$ cat src/rtl/cla_seq_pkg.sv
// Shared definitions for the CLA add sequencer: state encoding,
// default slice geometry and requester id width.
package cla_seq_pkg;

   localparam int DEF_NBIT   = 4;
   localparam int DEF_NSLICE = 4;
   localparam int ID_W       = 1;

   localparam logic [1:0] ST_IDLE = 2'd0;
   localparam logic [1:0] ST_RUN  = 2'd1;
   localparam logic [1:0] ST_DONE = 2'd2;

endpackage

$ cat src/rtl/cla_add_sequencer_if.sv
// Two-requester add bus plus result port for cla_add_sequencer.
// slave: sequencer side (takes requests, drives results, busy).
// master: client side (drives requests and rsp_ready).
interface cla_add_sequencer_if
   import cla_seq_pkg::*;
#(
   parameter int WIDTH = DEF_NBIT * DEF_NSLICE
) ();

   logic             req0_valid;
   logic             req0_ready;
   logic [WIDTH-1:0] req0_a;
   logic [WIDTH-1:0] req0_b;
   logic             req0_cin;

   logic             req1_valid;
   logic             req1_ready;
   logic [WIDTH-1:0] req1_a;
   logic [WIDTH-1:0] req1_b;
   logic             req1_cin;

   logic             rsp_valid;
   logic             rsp_ready;
   logic [WIDTH-1:0] rsp_sum;
   logic             rsp_cout;
   logic [ID_W-1:0]  rsp_id;

   logic             busy;

   modport slave (
      input  req0_valid, req0_a, req0_b, req0_cin,
      input  req1_valid, req1_a, req1_b, req1_cin,
      input  rsp_ready,
      output req0_ready, req1_ready,
      output rsp_valid, rsp_sum, rsp_cout, rsp_id,
      output busy
   );

   modport master (
      output req0_valid, req0_a, req0_b, req0_cin,
      output req1_valid, req1_a, req1_b, req1_cin,
      output rsp_ready,
      input  req0_ready, req1_ready,
      input  rsp_valid, rsp_sum, rsp_cout, rsp_id,
      input  busy
   );

endinterface

$ cat src/rtl/cla_nibble_slice.sv
// Combinational NBIT-bit carry-lookahead adder slice.
// Ports: a, b, cin in; sum, cout out.
module cla_nibble_slice #(
   parameter int NBIT = 4
) (
   input  logic [NBIT-1:0] a,
   input  logic [NBIT-1:0] b,
   input  logic            cin,
   output logic [NBIT-1:0] sum,
   output logic            cout
);

   logic [NBIT-1:0] g;
   logic [NBIT-1:0] p;
   logic [NBIT:0]   c;
   logic            pp;
   logic            cc;

   assign g = a & b;
   assign p = a ^ b;

   // Each carry is the full sum-of-products expansion
   // g[i] | p[i]g[i-1] | ... | p[i..0]cin, not a ripple chain.
   always_comb begin
      c    = '0;
      pp   = 1'b0;
      cc   = 1'b0;
      c[0] = cin;
      for (int i = 0; i < NBIT; i++) begin
         pp = p[i];
         cc = g[i];
         for (int j = i - 1; j >= 0; j--) begin
            cc = cc | (pp & g[j]);
            pp = pp & p[j];
         end
         c[i+1] = cc | (pp & cin);
      end
   end

   assign sum  = p ^ c[NBIT-1:0];
   assign cout = c[NBIT];

endmodule

$ cat src/rtl/cla_add_sequencer.sv
// Shares one CLA slice between two requesters, adding WIDTH-bit
// operands a slice per cycle. Ports: clk, rst_n, bus (slave).
module cla_add_sequencer
   import cla_seq_pkg::*;
#(
   parameter int NBIT   = DEF_NBIT,
   parameter int NSLICE = DEF_NSLICE
) (
   input logic                 clk,
   input logic                 rst_n,
   cla_add_sequencer_if.slave  bus
);

   localparam int WIDTH = NBIT * NSLICE;
   localparam int IDXW  = (NSLICE > 1) ? $clog2(NSLICE) : 1;
   localparam logic [IDXW-1:0] IDX_LAST = IDXW'(NSLICE - 1);

   logic [1:0]       state;
   logic             ptr;
   logic [IDXW-1:0]  idx;
   logic             carry_reg;
   logic [WIDTH-1:0] a_reg;
   logic [WIDTH-1:0] b_reg;
   logic [WIDTH-1:0] sum_reg;
   logic             cout_reg;
   logic [ID_W-1:0]  id_reg;

   logic             idle;
   logic             grant0;
   logic             grant1;
   logic             ready0;
   logic             ready1;
   logic             accept;
   logic [NBIT-1:0]  s_sum;
   logic             s_cout;

   assign idle = (state == ST_IDLE);

   // ptr==0 favours req0; the loser only wins when the
   // favoured port is idle, so both grants are never high.
   always_comb begin
      grant0 = bus.req0_valid && (!ptr || !bus.req1_valid);
      grant1 = bus.req1_valid && (ptr || !bus.req0_valid);
   end

   assign ready0 = idle && grant0;
   assign ready1 = idle && grant1;
   assign accept = ready0 || ready1;

   assign bus.req0_ready = ready0;
   assign bus.req1_ready = ready1;

   cla_nibble_slice #(
      .NBIT (NBIT)
   ) u_slice (
      .a    (a_reg[idx*NBIT +: NBIT]),
      .b    (b_reg[idx*NBIT +: NBIT]),
      .cin  (carry_reg),
      .sum  (s_sum),
      .cout (s_cout)
   );

   always_ff @(posedge clk or negedge rst_n) begin
      if (!rst_n) begin
         state     <= ST_IDLE;
         ptr       <= 1'b0;
         idx       <= '0;
         carry_reg <= 1'b0;
         a_reg     <= '0;
         b_reg     <= '0;
         sum_reg   <= '0;
         cout_reg  <= 1'b0;
         id_reg    <= '0;
      end else begin
         unique case (state)
            ST_IDLE: begin
               if (accept) begin
                  a_reg     <= ready1 ? bus.req1_a : bus.req0_a;
                  b_reg     <= ready1 ? bus.req1_b : bus.req0_b;
                  carry_reg <= ready1 ? bus.req1_cin : bus.req0_cin;
                  id_reg    <= ID_W'(ready1);
                  ptr       <= ~ready1;
                  idx       <= '0;
                  state     <= ST_RUN;
               end
            end
            ST_RUN: begin
               sum_reg[idx*NBIT +: NBIT] <= s_sum;
               carry_reg                 <= s_cout;
               if (idx == IDX_LAST) begin
                  cout_reg <= s_cout;
                  state    <= ST_DONE;
               end else begin
                  idx <= idx + 1'b1;
               end
            end
            ST_DONE: begin
               if (bus.rsp_ready) state <= ST_IDLE;
            end
            default: state <= ST_IDLE;
         endcase
      end
   end

   assign bus.rsp_valid = (state == ST_DONE);
   assign bus.rsp_sum   = sum_reg;
   assign bus.rsp_cout  = cout_reg;
   assign bus.rsp_id    = id_reg;
   assign bus.busy      = !idle;

endmodule

$ cat src/flat_wrapper.sv
// flat-port wrapper written by rule: the top's interface ports become plain ports
module cla_add_sequencer_flat import cla_seq_pkg::*;
#(
   parameter int NBIT   = DEF_NBIT,
   parameter int NSLICE = DEF_NSLICE
)
  (clk, rst_n, bus_req0_valid, bus_req0_a, bus_req0_b, bus_req0_cin, bus_req1_valid, bus_req1_a, bus_req1_b, bus_req1_cin, bus_rsp_ready, bus_req0_ready, bus_req1_ready, bus_rsp_valid, bus_rsp_sum, bus_rsp_cout, bus_rsp_id, bus_busy);
  cla_add_sequencer_if bus_i ();
  input logic clk;
  input logic rst_n;
  input wire logic [$bits(bus_i.req0_valid)-1:0] bus_req0_valid;
  input wire logic [$bits(bus_i.req0_a)-1:0] bus_req0_a;
  input wire logic [$bits(bus_i.req0_b)-1:0] bus_req0_b;
  input wire logic [$bits(bus_i.req0_cin)-1:0] bus_req0_cin;
  input wire logic [$bits(bus_i.req1_valid)-1:0] bus_req1_valid;
  input wire logic [$bits(bus_i.req1_a)-1:0] bus_req1_a;
  input wire logic [$bits(bus_i.req1_b)-1:0] bus_req1_b;
  input wire logic [$bits(bus_i.req1_cin)-1:0] bus_req1_cin;
  input wire logic [$bits(bus_i.rsp_ready)-1:0] bus_rsp_ready;
  output wire logic [$bits(bus_i.req0_ready)-1:0] bus_req0_ready;
  output wire logic [$bits(bus_i.req1_ready)-1:0] bus_req1_ready;
  output wire logic [$bits(bus_i.rsp_valid)-1:0] bus_rsp_valid;
  output wire logic [$bits(bus_i.rsp_sum)-1:0] bus_rsp_sum;
  output wire logic [$bits(bus_i.rsp_cout)-1:0] bus_rsp_cout;
  output wire logic [$bits(bus_i.rsp_id)-1:0] bus_rsp_id;
  output wire logic [$bits(bus_i.busy)-1:0] bus_busy;
  assign bus_i.req0_valid = bus_req0_valid;
  assign bus_i.req0_a = bus_req0_a;
  assign bus_i.req0_b = bus_req0_b;
  assign bus_i.req0_cin = bus_req0_cin;
  assign bus_i.req1_valid = bus_req1_valid;
  assign bus_i.req1_a = bus_req1_a;
  assign bus_i.req1_b = bus_req1_b;
  assign bus_i.req1_cin = bus_req1_cin;
  assign bus_i.rsp_ready = bus_rsp_ready;
  assign bus_req0_ready = bus_i.req0_ready;
  assign bus_req1_ready = bus_i.req1_ready;
  assign bus_rsp_valid = bus_i.rsp_valid;
  assign bus_rsp_sum = bus_i.rsp_sum;
  assign bus_rsp_cout = bus_i.rsp_cout;
  assign bus_rsp_id = bus_i.rsp_id;
  assign bus_busy = bus_i.busy;
  cla_add_sequencer #(.NBIT(NBIT), .NSLICE(NSLICE)) u_core (.clk(clk), .rst_n(rst_n), .bus(bus_i));
endmodule
$ cat config.mk
export PLATFORM = sky130hd
export DESIGN_NAME = cla_add_sequencer_flat
export DESIGN_NICKNAME = d
export VERILOG_FILES = /design/src/rtl/cla_seq_pkg.sv /design/src/rtl/cla_add_sequencer_if.sv /design/src/rtl/cla_nibble_slice.sv /design/src/rtl/cla_add_sequencer.sv /design/src/flat_wrapper.sv
export SDC_FILE = /design/constraint.sdc
export NUM_CORES = 1
export LEC_CHECK = 0
export ABC_AREA = 0
export CAP_MARGIN = 10
export CORE_MARGIN = 8
export CORE_UTILIZATION = 40
export DETAILED_ROUTE_END_ITERATION = 16
export PLACE_DENSITY = 0.68
export SETUP_SLACK_MARGIN = 0.2
export SLEW_MARGIN = 30
export SYNTH_ARGS = -nofsm -noshare
export SYNTH_HDL_FRONTEND = slang
export SYNTH_SLANG_ARGS = --single-unit
$ cat constraint.sdc
create_clock -name clk -period 2.9 [get_ports clk]
set_input_delay 0.58 -clock clk [delete_from_list [all_inputs] [get_ports clk]]
set_output_delay 0.58 -clock clk [all_outputs]
set_load 0.01 [all_outputs]
---- After elaboration in Yosys (flattened, before gate mapping) ----
Cells that the tools add are included.
word-level totals
  register bits ........................... 56
  logic and storage cells ................. 83
operators by class
  $add $sub $neg .......................... 2
  equality and inequality tests ........... 7
  shifts and indexed selects .............. 4
  mux-type cells .......................... 13
  bitwise gates (word level) .............. 30
  reduce and logical (&&, ||, !) cells .... 18
operator list
  kind                       number
  $neg A4 Y34                1
  $shift A4 B34 Y16 const A  1
  $shiftx A4 B34 Y16         1
  $mux W16                   2
  $shiftx A16 B5 Y4          2
  $and A1 B1 Y1              16
  $bwmux W16                 1
  $mux W2                    5
  $or A1 B1 Y1               10
  $xor A4 B4 Y4              2
  $ne A2 B2 Y1 const B       3
  $pmux W2 S3                1
  $reduce_and A2 Y1          3
  $reduce_and A3 Y1          2
  $and A4 B4 Y4              1
  $eq A2 B2 Y1 const B       2
  $logic_and A1 B1 Y1        4
  $logic_not A1 Y1           4
  $pmux W2 S2                1
  $logic_or A1 B1 Y1         3
  $add A2 B1 Y2 const B      1
  $eq A2 B1 Y1 const B       1
  $logic_not A2 Y1           1
  $mux W1                    2
  4 further kinds            4

---- Depth between registers and ports, before layout ----
  word-level depth ........................ 9
  gate-level depth with buffers ........... 7

---- By module ----
Synthesis repeated with hierarchy kept, for this count alone.
second synthesis, totals
  cells, all modules ...................... 250
  area, all modules ....................... 2982.9 um^2
by module, submodules not included
  module             instances  cells an instance  area an instance (um^2)  sequential area each (um^2)
  cla_add_sequencer  1          233                2835.2                   1401.3
  cla_nibble_slice   1          17                 147.6                    0.0

---- Least setup slack after synthesis ----
Ideal clock, no wire load.
  kind .................................... reg2reg
  from .................................... register u_core.idx[0]
  to ...................................... register u_core.sum_reg[3], in the netlist u_core.bus.rsp_sum[3]
  setup time .............................. 0.121 ns
  arrival ................................. 2.324 ns
  required time ........................... 2.779 ns
  slack ................................... 0.455 ns
  stages on the path, launching flop included .. 8
  path buffers ............................ 1
  clock period less this slack ............ 2.445 ns
  path through ............................ dfrtp_1 -> buf_2 -> mux4_2 -> ha_1 -> a21o_1 -> a31o_2 -> xor2_1 -> a22o_1
on the way
  longest elaborated chain between the ends .. 9
  elaborated cells between the ends (all ways) .. 24
  classes of those cells .................. add/sub: 1; shift: 4; mux: 1; bitwise: 18
ends and longest elaborated chain
  what                                            RTL line                                          text
  start, declared                                 cla_add_sequencer.sv:20                           logic [IDXW-1:0] idx;
  start signal, assigned                          cla_add_sequencer.sv:94                           idx <= idx + 1'b1;
  $shiftx A16 B5 Y4 (on tied branches)            cla_add_sequencer.sv:56, cla_add_sequencer.sv:57
  $xor A4 B4 Y4 or $and A4 B4 Y4 (tied branches)  cla_nibble_slice.sv:20, cla_nibble_slice.sv:19
  $and A1 B1 Y1 (on tied branches)                cla_nibble_slice.sv:33, cla_nibble_slice.sv:34
  $or A1 B1 Y1 (tied with other cells)            cla_nibble_slice.sv:33                            cc = cc | (pp & g[j]);
  $or A1 B1 Y1 or $and A1 B1 Y1 (tied branches)   cla_nibble_slice.sv:33, cla_nibble_slice.sv:36
  $or A1 B1 Y1                                    cla_nibble_slice.sv:36                            c[i+1] = cc | (pp & cin);
  $xor A4 B4 Y4                                   cla_nibble_slice.sv:40                            assign sum = p ^ c[NBIT-1:0];
  $shiftx A4 B34 Y16                              cla_add_sequencer.sv:88                           sum_reg[idx*NBIT +: NBIT] <= s_sum;
  $bwmux W16 (*)                                  cla_add_sequencer.sv:88
  end signal, assigned by index                   cla_add_sequencer.sv:88
  end, declared                                   cla_add_sequencer.sv:24                           logic [WIDTH-1:0] sum_reg;
Every way passes the cells marked *; elsewhere a longest branch is shown, timed or not.
A chain may end at the register's enable or synchronous reset.

---- Final worst setup path ----
  from .................................... input bus_req1_valid
  to ...................................... output bus_req0_ready
on the way
  longest elaborated chain between the ends .. 4
ends and longest elaborated chain
  what                 RTL line                 text
  start, declared      flat_wrapper.sv:15       input wire logic [$bits(bus_i.req1_valid)-1:0] bus_req1_valid;
  $logic_not A1 Y1     cla_add_sequencer.sv:42  grant0 = bus.req0_valid && (!ptr || !bus.req1_valid);
  $logic_or A1 B1 Y1   cla_add_sequencer.sv:42
  $logic_and A1 B1 Y1  cla_add_sequencer.sv:42
  $logic_and A1 B1 Y1  cla_add_sequencer.sv:46  assign ready0 = idle && grant0;
  end, declared        flat_wrapper.sv:20       output wire logic [$bits(bus_i.req0_ready)-1:0] bus_req0_ready;
Every way passes these cells.

==> flow_summary.ini <==
[sta]
worstMarginPinSlew_ns = 0.684
hold_viol_final = 0
finalSetupViolCount = 0
rsz0062_at_grt = false
tns_ns = 0
period_minus_slack_ns = 2.57
fin_skew_ns = 0.00408
fmax_ghz = 0.388
slew_headroom_pct = 54.4
drv_slew = 0
holdWs_ns = 0.397
finalCritPeriodShare_pct = 88.8

[clock_tree]
ctsResizeCount = 0
cts_max_path_buffers = 2
cts_tree = built
clock-sinks = 56
clk_latency_ns = 0.31
clk_pin_slew_ns = 0.09
post_cts_buffers = 0
cts_root_buf = clkbuf_8
cts_hold_buffers = 0
cts_buffers = 5
cts_max_level = 2

[power_and_ir_drop]
ir_drop_uv = 433
internal_power_mw = 2.43
sw_frac_of_total_pct = 42.6
seqPwrFrac_pct = 33.9
power.density_nw_per_um2 = 1080
p_leak_nw = 1.74
clkPwrFrac_pct = 9.4
total_power_mw = 4.24
p_sw_mw = 1.81
comb_power_share_pct = 56.7

[synthesis]
ys.flop_type = dfrtp_1
synth.top_cells.by_area = dfrtp_1 (50%), nand2_1 (6.8%), mux4_2 (6.4%)
ys_ff_latch = 56
netlist-cell-type-count = 37
synth_most_common_cell = dfrtp_1
netlist_top_cells_count = dfrtp_1 (56), nand2_1 (51), inv_1 (22), nor2_1 (21), a222oi_1 (17)
synth_top_cell_area_share_pct = 49.9
synthXorXnorAreaFrac_pct = 0.935
yosys.area_share.adder_pct = 5.17
synth_async_sr_flop_share_pct = 100
yosys.area_share.simple_pct = 12.9
synth.largest_area_cell = dfrtp_1
synth_compound_area_share_pct = 18.4
yosysWarnings = 0
synth-edff-count = 0
synth_top_family_by_area = compound AO/OA/AOI/OAI gates
synth_cells = 265
seq_area_frac_synth_pct = 49.9
synth_nets = 347
netlist_area_um2 = 2810
syn_area_per_cell_um2 = 10.6
synthMuxAreaShare_pct = 6.82

[setup_path]
critPathMaxFanout = 4
cp_num_buf_inv = 2
cpMaxStageDelayCell = clkdlybuf4s50_1
cp-start-kind = input pin
endpoint_kind = output port
slowest_delay_ns = 0.56
rr_worst_depth = 7
cp_num_cells = 4
crit_chain = clkdlybuf4s50_1 > nand2_1 > and3_1 > clkdlybuf4s50_1
cp.required_ns = 2.32
path_class = input pin to output port
cpMostUsedCell = clkdlybuf4s50_1
cpLargestDelayFamily = buffers and inverters
cp.arrival_ns = 1.99

[cells_and_area]
drive_gt1_share_pct = 8.36
syn2layout_area_growth_pct = 39.3
fillers = 633
final_nets = 441
num_antenna_cells = 0

[floorplan]
core_um2 = 6790
die_x_um = 99.8
die_area_um2 = 9960
placementRows = 30
dieHeight_um = 99.8
start_util_pct = 41.3
top_level_ports = 93

[detailed_routing]
drtAntennaViolNets = 0
wl_per_cell_um = 16.4
wl_mm = 7.48
drt_first_pass_iters = 7
drt-initial-drc-count = 156
via_per_inst = 5.23
vias = 2378
drc = 0

[global_route]
antenna_found_initial = 0
grt_max_degree = 57
gr-total-overflow = 0
grt_use_total_pct = 15.4
grt_pass1_vias = 2432
grt_first_pass_wirelength_mm = 12.2

[placement]
dp.final_hpwl_mm = 5.73
numPortBuffers = 92
place.gp.congestion = 0.772

[run_status]
outcome = finished clean

[job]
maxCapViolCount = 0

[worst_hold_path]
hp-class = input pin to asynchronous set/reset pin
## metal layers
metal	vias to the layer above	part of all wire (%)	global-route usage, %
li1	1143	-	-
met1	1140	41	17.8
met2	88	48	25.7
met3	7	9.4	5.88
met4	0	1.0	4.31
met5	-	0	0
## metrics by stage
step | cell area [µm²] | utilization, % | std cells | setup WS, ns
3_3_place_gp | 3830 | 56.3 | 448 | 0.362
2_1_floorplan | 2810 | - | 265 | 0.455
4_1_cts | 3910 | 57.5 | 455 | 0.274
6_report | 3910 | 57.6 | 455 | 0.325
3_5_place_dp | 3830 | 56.3 | 448 | 0.283
5_1_grt | 3910 | 57.6 | 455 | 0.213
## path summary, 6_finish.rpt
path | startpoint | endpoint | slack (ns)
setup / recovery | bus_req1_valid | bus_req0_ready | 0.33
hold / removal | rst_n | u_core.bus.rsp_sum[14]$_DFFE_PN0P_ | 0.40
setup reg to reg | u_core.idx[0]$_DFFE_PN0P_ | u_core.bus.rsp_sum[6]$_DFFE_PN0P_ | 0.39
hold reg to reg | u_core.bus.rsp_sum[5]$_DFFE_PN0P_ | u_core.bus.rsp_sum[5]$_DFFE_PN0P_ | 0.48
max in group asynchronous | rst_n | u_core.b_reg[2]$_DFFE_PN0P_ | 2.06
min in group clk | u_core.bus.rsp_sum[5]$_DFFE_PN0P_ | u_core.bus.rsp_sum[5]$_DFFE_PN0P_ | 0.48
## worst reg2reg max path: stages (launching register included)
cell     delay (ns)
dfrtp_1        0.48
buf_4          0.22
mux4_2         0.54
ha_1           0.29
a21o_1         0.19
a21oi_1        0.17
xor2_1         0.36
o31ai_1        0.15
## cell usage in the layout (no fill, tap or decap), types with 2 or more instances in the layout
cell | netlist | layout
clkdlybuf4s50_1 | 0 | 91
dfrtp_1 | 56 | 56
nand2_1 | 51 | 51
inv_1 | 22 | 22
nor2_1 | 21 | 21
a222oi_1 | 17 | 17
a31oi_1 | 15 | 15
o31ai_1 | 10 | 10
ha_1 | 10 | 10
a22o_1 | 9 | 9
mux4_2 | 8 | 8
buf_4 | 1 | 8
clkbuf_8 | 0 | 5
o21ai_0 | 4 | 4
nand2b_1 | 3 | 3
a21oi_1 | 3 | 3
a21o_1 | 3 | 3
nor3_1 | 2 | 2
## power groups by stage
stage | registers (mW) | clock network (mW) | logic [mW]
2_1_floorplan | 1.37 | 0 | 1.60
3_3_place_gp | 1.45 | 0 | 2.33
3_5_place_dp | 1.45 | 0 | 2.38
4_1_cts | 1.44 | 0.409 | 2.39
5_1_grt | 1.48 | 0.437 | 2.66
6_report | 1.44 | 0.401 | 2.41
## cell families after synthesis
| logic type | Yosys count |
|---|---|
| buffers and inverters | 36 |
| flip-flops | 56 |
| adder cells (fa/ha/maj) | 11 |
| AO/OA/AOI/OAI | 66 |
| AND/OR/NAND/NOR | 84 |
| XOR/XNOR | 3 |
| multiplexers | 9 |
## area by class of cell
| cell class | instances | area, µm² | share of cell area [%] |
|---|---|---|---|
| clock buffers | 6 | 72.6 | 1.85 |
| clock inverters | 1 | 5.00 | 0.128 |
| inverters | 23 | 88.8 | 2.27 |
| multi-input cells | 173 | 1250 | 31.9 |
| flip-flops and latches | 56 | 1400 | 35.8 |
| well taps | 96 | 120 | 3.07 |
| repair buffers | 100 | 976 | 24.9 |
Note: power is estimated with default switching activity, not from simulation.
